$ cat config.mk
export PLATFORM = sky130hd
export DESIGN_NAME = task_completion_collector
export DESIGN_NICKNAME = d
export VERILOG_FILES = /design/src/rtl/task_completion_collector.sv
export SDC_FILE = /design/constraint.sdc
export NUM_CORES = 1
export LEC_CHECK = 0
export CAP_MARGIN = 20
export CORE_AREA = 5 5 118 109
export CTS_BUF_LIST = sky130_fd_sc_hd__clkbuf_8
export CTS_CLUSTER_DIAMETER = 40
export DETAILED_ROUTE_END_ITERATION = 12
export DIE_AREA = 0 0 123 114
export PLACE_DENSITY = 0.71
export SLEW_MARGIN = 10
export SYNTH_ARGS = -nofsm -noshare
export SYNTH_HDL_FRONTEND = slang
export SYNTH_SLANG_ARGS = --single-unit
$ cat constraint.sdc
create_clock -name clk -period 4.08 [get_ports clk]
set_input_delay 0.408 -clock clk [delete_from_list [all_inputs] [get_ports clk]]
set_output_delay 0.408 -clock clk [all_outputs]
set_load 0.02 [all_outputs]
$ cat src/rtl/task_completion_collector.sv
// Per-core busy tracking plus round-robin collection of core completions into a small FIFO.
// Latency: done to cpl_valid is 1 cycle. Backpressure: a full FIFO holds off grants, and cores keep done high until they are acked.
module task_completion_collector #(
    parameter int NUM_CORES  = 4,
    parameter int RESULT_W   = 16,
    parameter int FIFO_DEPTH = 4
) (
    input  logic                          clk,
    input  logic                          reset,
    input  logic [NUM_CORES-1:0]          execute_core,
    input  logic                          dispatch_task,
    input  logic [NUM_CORES-1:0]          core_done,
    input  logic [NUM_CORES*RESULT_W-1:0] core_result,
    output logic [NUM_CORES-1:0]          core_busy,
    output logic [NUM_CORES-1:0]          core_done_ack,
    output logic                          cpl_valid,
    input  logic                          cpl_ready,
    output logic [1:0]                    cpl_core,
    output logic [RESULT_W-1:0]           cpl_result,
    output logic [2:0]                    fifo_count,
    output logic                          protocol_err
);

    localparam int PTR_W = $clog2(FIFO_DEPTH);

    typedef struct packed {
        logic [1:0]          core;
        logic [RESULT_W-1:0] result;
    } cpl_t;

    cpl_t                 mem [FIFO_DEPTH];
    cpl_t                 head;
    cpl_t                 last_q;
    cpl_t                 push_dat;
    logic [PTR_W-1:0]     wr_ptr;
    logic [PTR_W-1:0]     rd_ptr;
    logic [1:0]           rr_ptr;

    logic [NUM_CORES-1:0] eligible;
    logic [NUM_CORES-1:0] busy_nxt;
    logic [NUM_CORES-1:0] ack_nxt;
    logic                 spurious_err;
    logic                 disp_legal;
    logic                 disp_err;
    logic                 fifo_full;
    logic                 gnt_vld;
    logic [1:0]           gnt_idx;
    logic [1:0]           scan_idx;
    logic                 pop;

    assign head       = mem[rd_ptr];
    assign cpl_valid  = (fifo_count != 3'd0);
    // An empty FIFO shows the last popped entry rather than stale storage.
    assign cpl_core   = cpl_valid ? head.core   : last_q.core;
    assign cpl_result = cpl_valid ? head.result : last_q.result;
    assign pop        = cpl_valid && cpl_ready;

    always_comb begin
        eligible     = core_done & core_busy & ~core_done_ack;
        spurious_err = |(core_done & ~core_busy & ~core_done_ack);
        disp_legal   = dispatch_task && $onehot(execute_core) &&
                       ((execute_core & core_busy) == '0);
        disp_err     = dispatch_task && !disp_legal;
        fifo_full    = (fifo_count == 3'(FIFO_DEPTH));

        gnt_vld  = 1'b0;
        gnt_idx  = 2'd0;
        scan_idx = 2'd0;
        for (int k = 0; k < NUM_CORES; k++) begin
            scan_idx = rr_ptr + 2'(k);
            if (!gnt_vld && !fifo_full && eligible[scan_idx]) begin
                gnt_vld = 1'b1;
                gnt_idx = scan_idx;
            end
        end

        push_dat.core   = gnt_idx;
        push_dat.result = core_result[int'(gnt_idx)*RESULT_W +: RESULT_W];

        // A dispatch that collides with a grant sees busy=1, so it is rejected and busy ends clear.
        busy_nxt = core_busy;
        ack_nxt  = '0;
        if (gnt_vld) begin
            busy_nxt[gnt_idx] = 1'b0;
            ack_nxt[gnt_idx]  = 1'b1;
        end
        if (disp_legal) begin
            busy_nxt = busy_nxt | execute_core;
        end
    end

    always_ff @(posedge clk) begin
        if (gnt_vld) begin
            mem[wr_ptr] <= push_dat;
        end
    end

    always_ff @(posedge clk or negedge reset) begin
        if (!reset) begin
            core_busy     <= '0;
            core_done_ack <= '0;
            protocol_err  <= 1'b0;
            rr_ptr        <= 2'd0;
            wr_ptr        <= '0;
            rd_ptr        <= '0;
            fifo_count    <= 3'd0;
            last_q        <= '0;
        end else begin
            core_busy     <= busy_nxt;
            core_done_ack <= ack_nxt;
            protocol_err  <= disp_err || spurious_err;
            if (gnt_vld) begin
                rr_ptr <= gnt_idx + 2'd1;
                wr_ptr <= wr_ptr + PTR_W'(1);
            end
            if (pop) begin
                rd_ptr <= rd_ptr + PTR_W'(1);
                last_q <= head;
            end
            fifo_count <= fifo_count + 3'(gnt_vld) - 3'(pop);
        end
    end

endmodule

# Yosys cells after proc, flatten, opt, wreduce, memory -nomap -nowiden
# Memory sizes are Yosys's and may differ from the RTL's.
# Index checks and enable logic that the tools add are counted.
# totals
register_bits,36
latch_bits,0
ramBits,72
romBits,0
inputBits,76
out_inout_bits,31
mem_count,1
# classes
add_sub_neg,11
multipliers,0
div,0
order_cmp,6
eq_ne,2
shift,1
mux,25
bitwise,10
n_reduce_logical,21
# mem_list
memory,depth,word_bits,read_ports,rd_ports_with_merged_regs,wr,line,source
mem,4,18,1,0,1,31,cpl_t mem [FIFO_DEPTH];
# ops
operator,count
64-bit by 7-bit variable part select with 16-bit output,1
4-bit AND,6
16-bit two-way mux,1
2-bit by 3-bit less-than comparator with 1-bit output (second input constant),5
1-bit logical AND,12
4-bit two-way mux,3
4-bit NOT,3
1-bit two-way mux,11
2-bit two-way mux,5
2-bit by 1-bit adder with 2-bit output (second input constant),4
1-bit binary-select mux with 2-bit select,4
1-bit logical NOT,5
1-bit by 1-bit adder with 2-bit output,2
2-bit adder (second input constant),2
4-bit logical NOT,1
4-bit OR,1
4-bit OR reduction,1
2-bit by 2-bit adder with 3-bit output,1
3-bit by 1-bit adder with 3-bit output,1
3-bit by 1-bit equality test with 1-bit output (second input constant),1
3-bit equality test (second input constant),1
3-bit nonzero test,1
3-bit by 1-bit subtractor with 3-bit output,1
1-bit demux with 2-bit select,1
other kinds (2),2

# Logic depth before layout (Yosys ltp)
# logic_depth
word_depth,27
mapped_depth,11
ltp_nobuf,9

# Least setup slack after synthesis
# Ideal clock, no wire load.
# synth_path
kind,reg-to-reg
from,reg fifo_count[1]
to,reg fifo_count[2]
setup_ns,0.131
t_arrival_ns,2.467
required_ns,3.949
setup_slack_ns,1.483
stages_incl_launch_ff,12
path_buffers,2
synth_period_minus_slack_ns,2.597
path_cell_list,dfrtp_1 -> nor2_1 -> and2_1 -> clkbuf_1 -> a31oi_1 -> clkbuf_1 -> xnor2_1 -> ha_1 -> inv_1 -> fa_1 -> xnor2_1 -> xnor2_1
# synth_between
elab_chain_len,18
# synth_rtl
element,line,source
"start, declared",20,"output logic [2:0] fifo_count,"
"start signal, assigned",120,fifo_count <= fifo_count + 3'(gnt_vld) - 3'(pop);
3-bit equality test,64,fifo_full = (fifo_count == 3'(FIFO_DEPTH));
1-bit logical NOT,71,if (!gnt_vld && !fifo_full && eligible[scan_idx]) begin
1-bit logical AND,71,
1-bit two-way mux,71,
1-bit logical NOT,71,
1-bit logical AND (2 in a row),71,
1-bit two-way mux,71,
1-bit logical NOT,71,
1-bit logical AND (2 in a row),71,
1-bit two-way mux,71,
1-bit logical NOT,71,
1-bit logical AND (2 in a row),71,
1-bit two-way mux,71,
3-bit by 1-bit adder with 3-bit output,120,
3-bit by 1-bit subtractor with 3-bit output *,120,
# Every way passes the cells marked *; elsewhere a longest branch is shown, timed or not.
# A chain may end at the register's enable or synchronous reset.

# Worst setup path after layout
# layout_path
from,reg rd_ptr[0]
to,out cpl_result[10]
# layout_between
elab_chain_len,2
# layout_rtl
element,line,source
"start, declared",36,logic [PTR_W-1:0] rd_ptr;
"start signal, assigned",117,rd_ptr <= rd_ptr + PTR_W'(1);
memory read 4 x 18 bit,--,
16-bit two-way mux,55,assign cpl_result = cpl_valid ? head.result : last_q.result;
"end, declared",19,"output logic [RESULT_W-1:0] cpl_result,"
# No other way between the ends.

==> run metrics <==
run status=finished clean; unrepaired setup endpoints after global routing=false; post-synthesis sequential element count=108; Antenna Nets Post-Route=0; power per standard cell area=857.4 mW/mm²; Initial DRT Pass Iterations=4; average footprint of a synthesized cell=14.71 µm²; largest net degree at the start of global routing=37; maximum number of buffers from clock root to sink=2; # Post-CTS Setup Buffers=0; buffer and inverter count on the worst path=2; number of failing setup endpoints in the final timing report=0; wirelength, routed=11,700 µm; critical-path maximum fanout=15; share of the synthesized area in the top cell type=42.61%; max_cap viols=0; number of max-slew violations in the final report=0; per-cell routed wire length=19.22 µm; Power Internal=3.499 mW; number of buffers inserted for hold repair after clock tree synthesis=0; peak clock frequency supported by timing=321.0 MHz; cell type with the highest aggregate area in the netlist=edfxtp_1; sink count of the clock tree=108; synth cell count leaders=edfxtp_1 (72), mux2_2 (37), dfrtp_1 (36); most used flip-flop cell after synthesis=edfxtp_1; nets=529; clock network latency to the later pin of the worst-skew pair=360 ps; total number of vias=3,313; Post-synth EDFFs=72; TritonCTS clock tree=yes; warning count from the yosys run=0; slew at the pin with the worst max-slew slack=976.8 ps; reported leakage power=2.337 nW; number of antenna violations at the first check in global routing=0; final std cell area, no fill=0.006472 mm²; number of fill cells in the layout=954; type of the tightest min-delay check=in2async; family with the most delay on the worst path=buffers and inverters; largest voltage drop on the vdd net=491.6 µV; initial standard-cell utilization of the core=43.56%; instance count of the mapped netlist=345; sequential fraction of the synthesis area=60.37%; n_diodes=0; root buffer cell=clkbuf_8; Clock Power Share=13.1%; number of H-tree branching levels=3; register clock-pin slew on the reported worst setup and hold paths=110 ps; via count of the first global-routing pass=3,460; setup TNS=0 ps; Syn Nets=430; Gates resized, CTS repair=0; IO Port Bufs=106; kind of end point of the critical path=primary output; overall global routing resource usage=17.25%; number of DRC violations after detailed-routing iteration 0=258; Final Hold Viols=0; final critical-path share of the clock period=76.34%; data required time of the worst path=3670 ps; worst path cell trace=buf_4, mux4_2, mux2_2, clkdlybuf4s50_1; dominant cell by count in the synthesized netlist=edfxtp_1; area growth from synthesis to layout=27.57%; Relative slew margins=34.88%; number of top-level design ports=107; final clock skew=15.25 ps; crit path kind=reg2out; share of post-route cells with drive strength above 1=18.71%; placer's final routability congestion estimate=0.9070; number of distinct standard cells referenced by the synthesized netlist=45; net switching power figure=2.051 mW; slowest stage cell on the critical path=mux4_2; TritonCTS Buffers=9; global-route wire length before repair=18,440 µm; Detail Placement HPWL=8518 µm; area enclosed by the die boundary=0.01402 mm²; number of placement rows=38; type of origin of the critical path=flip-flop; Die Span X=123 µm; remaining global-route overflow=0; detailed-route DRC error count=0; vias per cell=5.440; Async S/R FF share, synth=33.33%; Flop pwr share=37.4%; Die Y-Extent=114 µm; core outline area=0.01165 mm²; Synth Cell Area=0.005074 mm²; CP arrival=2710 ps; sw frac=36.96%; instance area after placement=0.006243 mm²; combinational share of power=49.5%; fin crit period=3115 ps; critical path's largest stage delay=600 ps; cell types with the largest area share after synthesis=edfxtp_1 (43%), dfrtp_1 (18%), mux2_2 (8.2%)
## routing by layer
metal	GRT usage, %	vias up	wire [µm]	part of all wire (%)
li1	-	1537	-	-
met1	23.35	1684	5015	43
met2	29.00	84	6061	52
met3	3.223	8	526	4.5
met4	4.207	0	99	0.85
met5	0	-	0	0
## worst reg2reg max path, stage by stage (launching register included)
cell     delay [ps]
dfrtp_1         450
and3b_1         260
mux2_2          280
o221a_1         260
o32ai_4         570
and2b_1         740
a221o_1         360
## stage by stage
stage	utilization, %	setup slack [ps]	power, mW	std cells	hold slack, ps
2_1_floorplan	-	1483	3.907	345	112.4
3_3_place_gp	53.60	697.0	4.778	593	482.3
3_5_place_dp	53.60	622.6	4.868	593	489.9
4_1_cts	55.56	908.2	5.596	609	176.0
5_1_grt	55.56	792.6	5.895	609	225.6
6_report	55.56	965.2	5.550	609	153.1
## registers in the layout, indices dropped and copies added, names as in the netlist
signal         count
rd_ptr             2
rr_ptr             2
mem               72
fifo_count         3
last_q            18
core_done_ack      4
core_busy          4
wr_ptr             2
protocol_err       1
## cells in the final DEF, fill, tap and decap left out, types with 3 or more instances in the layout
master,n
clkdlybuf4s50_1,105
xnor2_1,6
nor2_1,8
nand3_1,17
a21oi_1,18
nand2_1,10
a221o_1,16
and3b_1,3
inv_1,12
nor3b_1,4
o21ai_0,20
mux2_2,37
and2_1,6
o21ai_1,3
edfxtp_1,72
buf_4,6
clkbuf_8,9
mux4_2,18
ha_1,7
dfrtp_1,36
inv_6,3
## path summary, 6_finish.rpt
path | end | start | slack, ps | cells past startpoint
max | cpl_result[10] | rd_ptr[0] | 970 | 4
max reg2reg | mem[2][12] | core_busy[1] | 1010 | 6
max in group asynchronous | rd_ptr[0] | reset | 3370 | 1
min in group clk | last_q[16] | last_q[16] | 510 | 1
min reg2reg | last_q[16] | last_q[16] | 510 | 1
min | fifo_count[2] | reset | 150 | 1
## kinds of logic (layout without fill, tap and decap cells)
logic type,Yosys count,in the layout,synth area share (%)
buffers and inverters,37,141,3.551
adder cells (fa/ha/maj),9,9,2.515
AND/OR/NAND/NOR,60,60,6.486
AO/OA/AOI/OAI,70,70,9.840
XOR/XNOR,6,6,1.036
multiplexers,55,55,16.20
flip-flops,108,108,60.37
## power by group through the flow
stage	sequential [mW]	clock (mW)	combinational [mW]
2_1_floorplan	2.03	0	1.88
3_3_place_gp	2.08	0	2.70
3_5_place_dp	2.10	0	2.77
4_1_cts	2.08	0.735	2.78
5_1_grt	2.12	0.784	2.99
6_report	2.07	0.728	2.75
## layout make-up
class                   count  area [µm²]  share of cell area (%)
inverters                  13       48.80                  0.7539
clock inverters             7       105.1                   1.624
flip-flops and latches    108        3063                   47.32
clock buffers               9       123.9                   1.914
repair buffers            112        1101                   17.01
well taps                 160       200.2                   3.093
multi-input cells         200        1831                   28.28
No activity file was read; power rests on OpenSTA's default activity.
==> RTL change (same settings) <==
Remove the register `protocol_err`: a continuous assignment takes its place, so the output `protocol_err` follows one clock earlier.
--- a/src/rtl/task_completion_collector.sv
+++ b/src/rtl/task_completion_collector.sv
@@ -100,5 +100,4 @@
             core_busy     <= '0;
             core_done_ack <= '0;
-            protocol_err  <= 1'b0;
             rr_ptr        <= 2'd0;
             wr_ptr        <= '0;
@@ -109,5 +108,4 @@
             core_busy     <= busy_nxt;
             core_done_ack <= ack_nxt;
-            protocol_err  <= disp_err || spurious_err;
             if (gnt_vld) begin
                 rr_ptr <= gnt_idx + 2'd1;
@@ -122,4 +120,6 @@
     end
 
+    assign protocol_err = disp_err || spurious_err;
+
 endmodule
 
Check against the original RTL: not equivalent (Yosys sat finds a counterexample within 4 cycles, from zero or initial values and one cycle with reset low).
==> RTL change against the original RTL <==
Count of clock-buffer cells in the layout unchanged. Worst setup slack lost 480 ps. Clock skew is 1.7 ps lower. Critical endpoint is now protocol_err. Final cell count grew 2.1%. First-iteration DRC count fell by 25%. Area after synthesis is 1.0% higher. Power shrank 1.8%. Final area increased by 1.1%. Routed wire length is 2.7% lower. Sequential power about the same. Maximum frequency shrank 13%. Non-clock buffer count up 4. Largest power group unchanged. Sequential cell count decreased by 1.
==> RTL change: results (changes against the original RTL) <==
- NumNets Final: 542 (was 529)
- Initial antenna violation count: 0 (unchanged)
- Inst Count DP: 606 (was 593)
- Largest cells by area after synthesis: edfxtp_1, dfrtp_1, mux4_2, mux2_2, mux2i_1 (was edfxtp_1, dfrtp_1, mux2_2, mux4_2, a221o_1)
- TritonCTS Buffers: 9 (unchanged)
- CP Max Fanout: 5 (was 15)
- Skew-Pair Late Insertion Delay: 370 ps
- GPL Wtd Cong: 0.8128 (was 0.9070)
- Syn Inst Count: 349 (was 345)
- Clk slew on worst S/H paths: 110 ps (about the same)
- Largest net degree at the start of global routing: 38 (was 37)
- Total GRT Usage: 17.08% (was 17.25%)
- Synth Net Count: 434 (was 430)
- Outcome: finished clean (unchanged)
- Layout cells sized above 1: 19.26% (was 18.71%)
- First-pass GRT wire length: 18.25 mm (was 18.44 mm)
- Dpl ws: 500.6 ps (was 622.6 ps)
- Number of distinct library cells after synthesis: 46 (was 45)
- Dpl hpwl: 8.206 mm (was 8.518 mm)
- Final Skew: 13.60 ps (was 15.25 ps)
- Top Registers: mem x72, last_q x18 (unchanged)
- Vias in the first global route: 3,521 (was 3,460)
- Antenna Cells: 0 (unchanged)
- Worst-margin pin slew: 944.2 ps (was 976.8 ps)
- Clk root buf: clkbuf_8 (unchanged)
- Synth top cells by count: edfxtp_1, mux2_2, dfrtp_1 (unchanged)
- Crit end category: output pin (unchanged)
- Non-Filler Instances: 622 (was 609)
- Arrival time worst endpoint: 3190 ps (was 2710 ps)
- Peak VDD IR: 0.3152 mV (was 0.4916 mV)
- Wire per inst: 18.30 µm (was 19.22 µm)
- DR vias: 3,322 (was 3,313)
- Post-synthesis sequential area ratio: 59.26% (was 60.37%)
- Leakage: 2.369 nW (was 2.337 nW)
- Initial drt markers: 194 (was 258)
- Resized Gates After CTS: 0 (unchanged)
- FFs w/ async S/R, synth: 32.71% (was 33.33%)
[RTL change: cell count changes after synthesis, sizes merged, moves of 3 or more]
cell and delta:
a22oi +16, o21ai -19, mux2i +17, nand3 -15, inv +3, clkbuf -6
a221o -16, nand2 +18
[RTL change: logic make-up (layout without fill, tap and decap cells)]
group	after synthesis	in the layout	synth area share (%)
buf+inv	35	148	3.222
simple gates	69	69	7.591
compound gates	51	51	6.835
xor+xnor	6	6	1.025
fa+ha+maj	9	9	2.490
flops	107	107	59.26
mux	72	72	19.58
[RTL change: power breakdown]
group | internal (mW) | switching, mW
registers | 1.81 | 0.258
clock network | 0.225 | 0.359
logic | 1.32 | 1.48
total | 3.35 | 2.10
[RTL change: per-stage QoR]
step | cell area (µm²) | util, % | hold WS [ps]
4_1_cts | 6543 | 56.17 | 176.9
5_1_grt | 6543 | 56.17 | 217.5
3_5_place_dp | 6367 | 54.66 | 491.2
6_report | 6543 | 56.17 | 159.8
3_3_place_gp | 6367 | 54.66 | 483.0
2_1_floorplan | 5126 | - | 112.4
[RTL change: path summary, 6_finish.rpt]
kind | from | end | slack [ps] | cells after the start
max | execute_core[0] | protocol_err | 480 | 10
min | reset | last_q[14] | 160 | 1
max reg2reg | core_done_ack[3] | mem[1][9] | 1180 | 7
min reg2reg | last_q[0] | last_q[0] | 510 | 1
max in group asynchronous | reset | last_q[2] | 3360 | 1
min in group clk | last_q[0] | last_q[0] | 510 | 1
[RTL change: final cells by class]
type / count / area, µm²
fillers: 970 / 5106
flip-flops and latches: 107 / 3038
multi-input cells: 207 / 1923
repair buffers: 116 / 1144
well taps: 160 / 200.2
clock buffers: 9 / 123.9
inverters: 16 / 62.56
clock inverters: 7 / 51.30
[RTL change: layer usage]
layer  track usage (%)  up-vias  part of all wire (%)
met5                 0        -                     0
met4             5.314        0                   1.5
met3             2.876       16                   3.8
met2             29.91       78                    53
met1             21.70     1679                    42
li1                  -     1549                     -
[RTL change: critical path, stage by stage]
cell,delay (ps)
clkdlybuf4s50_1,510
inv_1,70
fa_1,530
inv_1,50
ha_1,170
ha_1,260
nor4b_1,260
and3_1,280
o21ai_0,90
clkdlybuf4s50_1,550
